<file path="config.mk">
export PLATFORM = sky130hd
export DESIGN_NAME = sensor_fetch
export DESIGN_NICKNAME = d
export VERILOG_FILES = /design/src/rtl/sensor_fetch.sv
export SDC_FILE = /design/constraint.sdc
export NUM_CORES = 1
export LEC_CHECK = 0
export CORE_MARGIN = 2
export CORE_UTILIZATION = 35
export CTS_CLUSTER_DIAMETER = 120
export DETAILED_ROUTE_END_ITERATION = 8
export DONT_BUFFER_PORTS = 1
export PLACE_DENSITY = 0.5
export SLEW_MARGIN = 20
export SYNTH_ARGS = -nofsm -noshare
export SYNTH_HDL_FRONTEND = slang
export SYNTH_SLANG_ARGS = --single-unit
</file>
<file path="constraint.sdc">
create_clock -name clk -period 1.7 [get_ports clk]
set_input_delay 0.34 -clock clk [delete_from_list [all_inputs] [get_ports clk]]
set_output_delay 0.34 -clock clk [all_outputs]
set_load 0.1 [all_outputs]
</file>
<file path="src/rtl/sensor_fetch.sv">
// sensor_fetch: round-robin consumer of the acc/gyro/mag ready flags; fetches X/Y/Z words and hands one sample downstream.
// Optional build macro SENSOR_FETCH_TS_EN adds a free-running timestamp latched at grant and driven on out_ts.
`default_nettype none

module sensor_fetch #(
    parameter int DATA_W = 16,
    parameter int TS_W   = 16
) (
    input  logic              clk,
    input  logic              n_rst,
    input  logic              acc_ready,
    input  logic              gyro_ready,
    input  logic              mag_ready,
    output logic              acc_read,
    output logic              gyro_read,
    output logic              mag_read,
    output logic [1:0]        rd_sel,
    output logic [1:0]        rd_axis,
    input  logic [DATA_W-1:0] rd_data,
    output logic              out_valid,
    input  logic              out_ready,
    output logic [1:0]        out_sensor,
`ifdef SENSOR_FETCH_TS_EN
    output logic [TS_W-1:0]   out_ts,
`endif
    output logic [DATA_W-1:0] out_x,
    output logic [DATA_W-1:0] out_y,
    output logic [DATA_W-1:0] out_z
);

    typedef enum logic [1:0] {
        S_IDLE    = 2'd0,
        S_FETCH   = 2'd1,
        S_PRESENT = 2'd2
    } state_t;

    state_t            r_state;
    state_t            w_state_nxt;
    logic [1:0]        r_cnt;
    logic [1:0]        w_cnt_nxt;
    logic [1:0]        r_sel;
    logic [1:0]        r_last;
    logic [1:0]        w_p1;
    logic [1:0]        w_p2;
    logic [1:0]        w_grant;
    logic              w_any;
    logic              w_take;
    logic [DATA_W-1:0] r_x;
    logic [DATA_W-1:0] r_y;
    logic [DATA_W-1:0] r_z;

    function automatic logic pending(input logic [1:0] idx, input logic a, input logic g, input logic m);
        case (idx)
            2'd0:    pending = a;
            2'd1:    pending = g;
            2'd2:    pending = m;
            default: pending = 1'b0;
        endcase
    endfunction

    function automatic logic [1:0] next_mod3(input logic [1:0] v);
        case (v)
            2'd0:    next_mod3 = 2'd1;
            2'd1:    next_mod3 = 2'd2;
            default: next_mod3 = 2'd0;
        endcase
    endfunction

    // Search order last+1, last+2, last (mod 3) gives fair round-robin
    always_comb begin
        w_p1    = next_mod3(r_last);
        w_p2    = next_mod3(w_p1);
        w_any   = acc_ready | gyro_ready | mag_ready;
        w_grant = r_last;
        if (pending(w_p1, acc_ready, gyro_ready, mag_ready)) begin
            w_grant = w_p1;
        end else if (pending(w_p2, acc_ready, gyro_ready, mag_ready)) begin
            w_grant = w_p2;
        end
    end

    always_ff @(posedge clk or negedge n_rst) begin
        if (!n_rst) begin
            r_state <= S_IDLE;
            r_cnt   <= 2'd0;
        end else begin
            r_state <= w_state_nxt;
            r_cnt   <= w_cnt_nxt;
        end
    end

    always_comb begin
        w_state_nxt = r_state;
        w_cnt_nxt   = r_cnt;
        w_take      = 1'b0;
        rd_sel      = 2'd0;
        rd_axis     = 2'd0;
        acc_read    = 1'b0;
        gyro_read   = 1'b0;
        mag_read    = 1'b0;
        out_valid   = 1'b0;
        case (r_state)
            S_IDLE: begin
                if (w_any) begin
                    w_take      = 1'b1;
                    w_cnt_nxt   = 2'd0;
                    w_state_nxt = S_FETCH;
                end
            end
            S_FETCH: begin
                rd_sel    = r_sel;
                rd_axis   = (r_cnt == 2'd3) ? 2'd2 : r_cnt;
                w_cnt_nxt = r_cnt + 2'd1;
                if (r_cnt == 2'd3) begin
                    acc_read    = (r_sel == 2'd0);
                    gyro_read   = (r_sel == 2'd1);
                    mag_read    = (r_sel == 2'd2);
                    w_cnt_nxt   = 2'd0;
                    w_state_nxt = S_PRESENT;
                end
            end
            S_PRESENT: begin
                out_valid = 1'b1;
                if (out_ready) begin
                    w_state_nxt = S_IDLE;
                end
            end
            default: begin
                w_state_nxt = S_IDLE;
            end
        endcase
    end

    // Register-file reads have one cycle of latency, so axis n lands at cnt n+1
    always_ff @(posedge clk or negedge n_rst) begin
        if (!n_rst) begin
            r_sel  <= 2'd0;
            r_last <= 2'd2;
            r_x    <= '0;
            r_y    <= '0;
            r_z    <= '0;
        end else begin
            if (w_take) begin
                r_sel  <= w_grant;
                r_last <= w_grant;
            end
            if (r_state == S_FETCH) begin
                case (r_cnt)
                    2'd1:    r_x <= rd_data;
                    2'd2:    r_y <= rd_data;
                    2'd3:    r_z <= rd_data;
                    default: ;
                endcase
            end
        end
    end

    assign out_sensor = r_sel;
    assign out_x      = r_x;
    assign out_y      = r_y;
    assign out_z      = r_z;

`ifdef SENSOR_FETCH_TS_EN
    logic [TS_W-1:0] r_ts_cnt;
    logic [TS_W-1:0] r_ts;

    always_ff @(posedge clk or negedge n_rst) begin
        if (!n_rst) begin
            r_ts_cnt <= '0;
            r_ts     <= '0;
        end else begin
            r_ts_cnt <= r_ts_cnt + 1'b1;
            if (w_take) begin
                r_ts <= r_ts_cnt;
            end
        end
    end

    assign out_ts = r_ts;
`else
    logic [TS_W-1:0] w_ts_unused;
    assign w_ts_unused = '0;
`endif

endmodule

`default_nettype wire
</file>
==> out/results.ini <==
[run_status]
outcome=finished with violations
violations=DRC, setup timing

[yosys]
seq_area_frac_synth_pct=58.8
synth_edf_count=0
synth_top_area_cell=dfrtp_1
ys_types=28
ys_dominant_reg_cell=dfrtp_1
synthCells=148
post_synth_instance_area_sq_um=2340
yosys.area.top_type_share_pct=57.7
yosysWarnings=0
postSynthAreaPerCell_sq_um=15.8
async_flop_share_pct=100
synth_nets=173
ys_ff_latch=55
synth.area.top_cells=dfrtp_1 (58%), mux2_4 (19%), mux2_2 (6.3%)

[place]
dpl.cell_count=282
portBuffers=0
hpwl_um=3690
placed_area_sq_um=3000
place_congestion=0.744
dp_slack_ns=0.0941

[routing]
drt_wl_total_um=5230
via_per_inst=4.68
drt-pass1-iter-count=8
wl_per_cell_um=17.2
ant_nets=0
drt_iter0_drc=30
route.vias.total=1417
route.detailed.drc=6

[floorplanning]
start_util_pct=36.5
die_x_um=85.8
ios=80
die_h_um=85.8
coreArea_sq_um=6420
rows=29
dieArea_sq_um=7360

[sta]
setup_viol=5
slew_headroom_pct=76.3
fin_crit_ns=1.84
setup_ws_ns=-0.144
grt_setup_unrepaired=yes
clock.fmax_mhz=542
fin_crit_sh_pct=108
worst_pin_slew_ns=0.355
maxSlewViolCount=0
skew_ns=0.00444
fin_setup_tns_ns=-0.514
hold_viol=0

[worst_setup_path]
r2r_end=out_x[7]$_DFFE_PN0P_
cp.required_ns=1.36
critPathArrivalTime_ns=1.50
crit_path_top_delay_cell=dfrtp_1
crit_path_max_fanout=4
worst_setup_path_end_kind=output port
rr_worst_depth=6
r2r_slack_ns=0.09
worstSetupPathType=register to output port
start_kind=register
max_stage_delay_ns=0.39
regToRegStartpoint=r_state[1]$_DFFE_PN0P_
path_cells=and2b_4, nand2_8, nor3b_4, buf_12

[grt]
grt_max_degree=56
grt_first_pass_wirelength_um=8310
grt_usage_pct=14.6
antenna_found_initial=0
overflow=0
grt_pass1_vias=1582

[layout]
finalNetCount=250
finalInstanceArea_sq_um=3310
final_cell_mix=buf_4 (64), dfrtp_1 (51), mux2_4 (29)
layout_commonest_cell=buf_4
syn_to_final_growth_pct=41.1
instances_no_fill=303
diodes=0
drive_above_1_share_pct=63.3

[clock_network]
htree_levels=2
clock_path_buffers=2
cts-root-buf=clkbuf_8
cts.sinks=55
cts_buffers=5
clk_pin_slew_worst_paths_ns=0.09
cts_tree=built
clk_latency_ns=0.30

[min_path]
hold_path_depth=1
hold_end=r_state[1]$_DFFE_PN0P_
min-delay-start=out_ready
worst_hold_path_type=input port to register

[run]
cap_violations=0

## Yosys cell counts (2+ instances only)
| cell type | number |
|---|---|
| nand2b_1 | 3 |
| mux2_4 | 29 |
| ha_1 | 3 |
| dfrtp_1 | 54 |
| buf_6 | 4 |
| mux2i_1 | 2 |
| mux2_1 | 6 |
| inv_1 | 6 |
| nand2_4 | 2 |
| nor2_1 | 5 |
| mux2_2 | 13 |
| o21ai_0 | 2 |
| nor3_1 | 3 |
| nand2_1 | 2 |
## what timing repair did
action / in CTS / in global routing
endpoints found under the setup margin: 7 / 14
pin swaps: 3 / 5
hold endpoints to repair: 55 / 0
buffers inserted: 7 / 5
gates cloned: 0 / 0
hold buffers: 2 / 0
gates resized for setup: 7 / 8
## metal layers
metal  up-vias  wire [um]  GRT usage [%]
met5         -          0              0
met4         0         22           3.46
met3         2        266           3.95
met2        40       2770           25.6
met1       712       2170           18.1
li1        663          -              -
## registers in the layout, summed over array words and instances, names as in the netlist
signal,cells
out_sensor,2
out_x,16
out_y,16
out_z,16
r_cnt,2
r_last,1
r_state,2
## cell families (layout without fill, tap and decap cells)
family	Yosys count	in the layout	share of synthesized area (%)
and+or+nand+nor	21	21	5.34
AOI/OAI and AO/OA	8	8	2.46
DFF	55	55	58.8
muxes	50	50	28.6
adders and majority gates	3	3	1.60
buffers and inverters	11	89	3.21
## per-stage QoR
step / utilization (%) / hold slack [ns]
2_1_floorplan: - / 0.0444
3_3_place_gp: 46.7 / 0.0459
3_5_place_dp: 46.7 / 0.0456
4_1_cts: 50.6 / 0.138
5_1_grt: 51.5 / 0.150
6_report: 51.5 / 0.143
## worst max path at each step
stage                           start   endpoint  slack, ns
2_1_floorplan  r_state[1]$_DFFE_PN0P_  gyro_read      -0.38
3_3_place_gp   r_state[1]$_DFFE_PN0P_  gyro_read       0.12
3_5_place_dp   r_state[1]$_DFFE_PN0P_  gyro_read       0.09
4_1_cts        r_state[1]$_DFFE_PN0P_  gyro_read      -0.16
5_1_grt        r_state[1]$_DFFE_PN0P_  gyro_read      -0.20
6_report       r_state[1]$_DFFE_PN0P_  gyro_read      -0.14
## layout make-up
type	instances	area (sq um)
clock inverter	2	35.0
sequential	55	1380
fill	552	3120
multi-input combinational	82	992
clock buffer	6	82.6
tap	77	96.3
timing repair buffer	75	689
inverter	6	26.3
## critical path: cells and delay by family, from the launching register on
kind	cells	cell delay (ns)
buf+inv	1	0.20
simple gates	3	0.61
flops	1	0.39
Power is not shown: default switching activity piles up to over one toggle a cycle in this logic, so the estimate is an artifact.
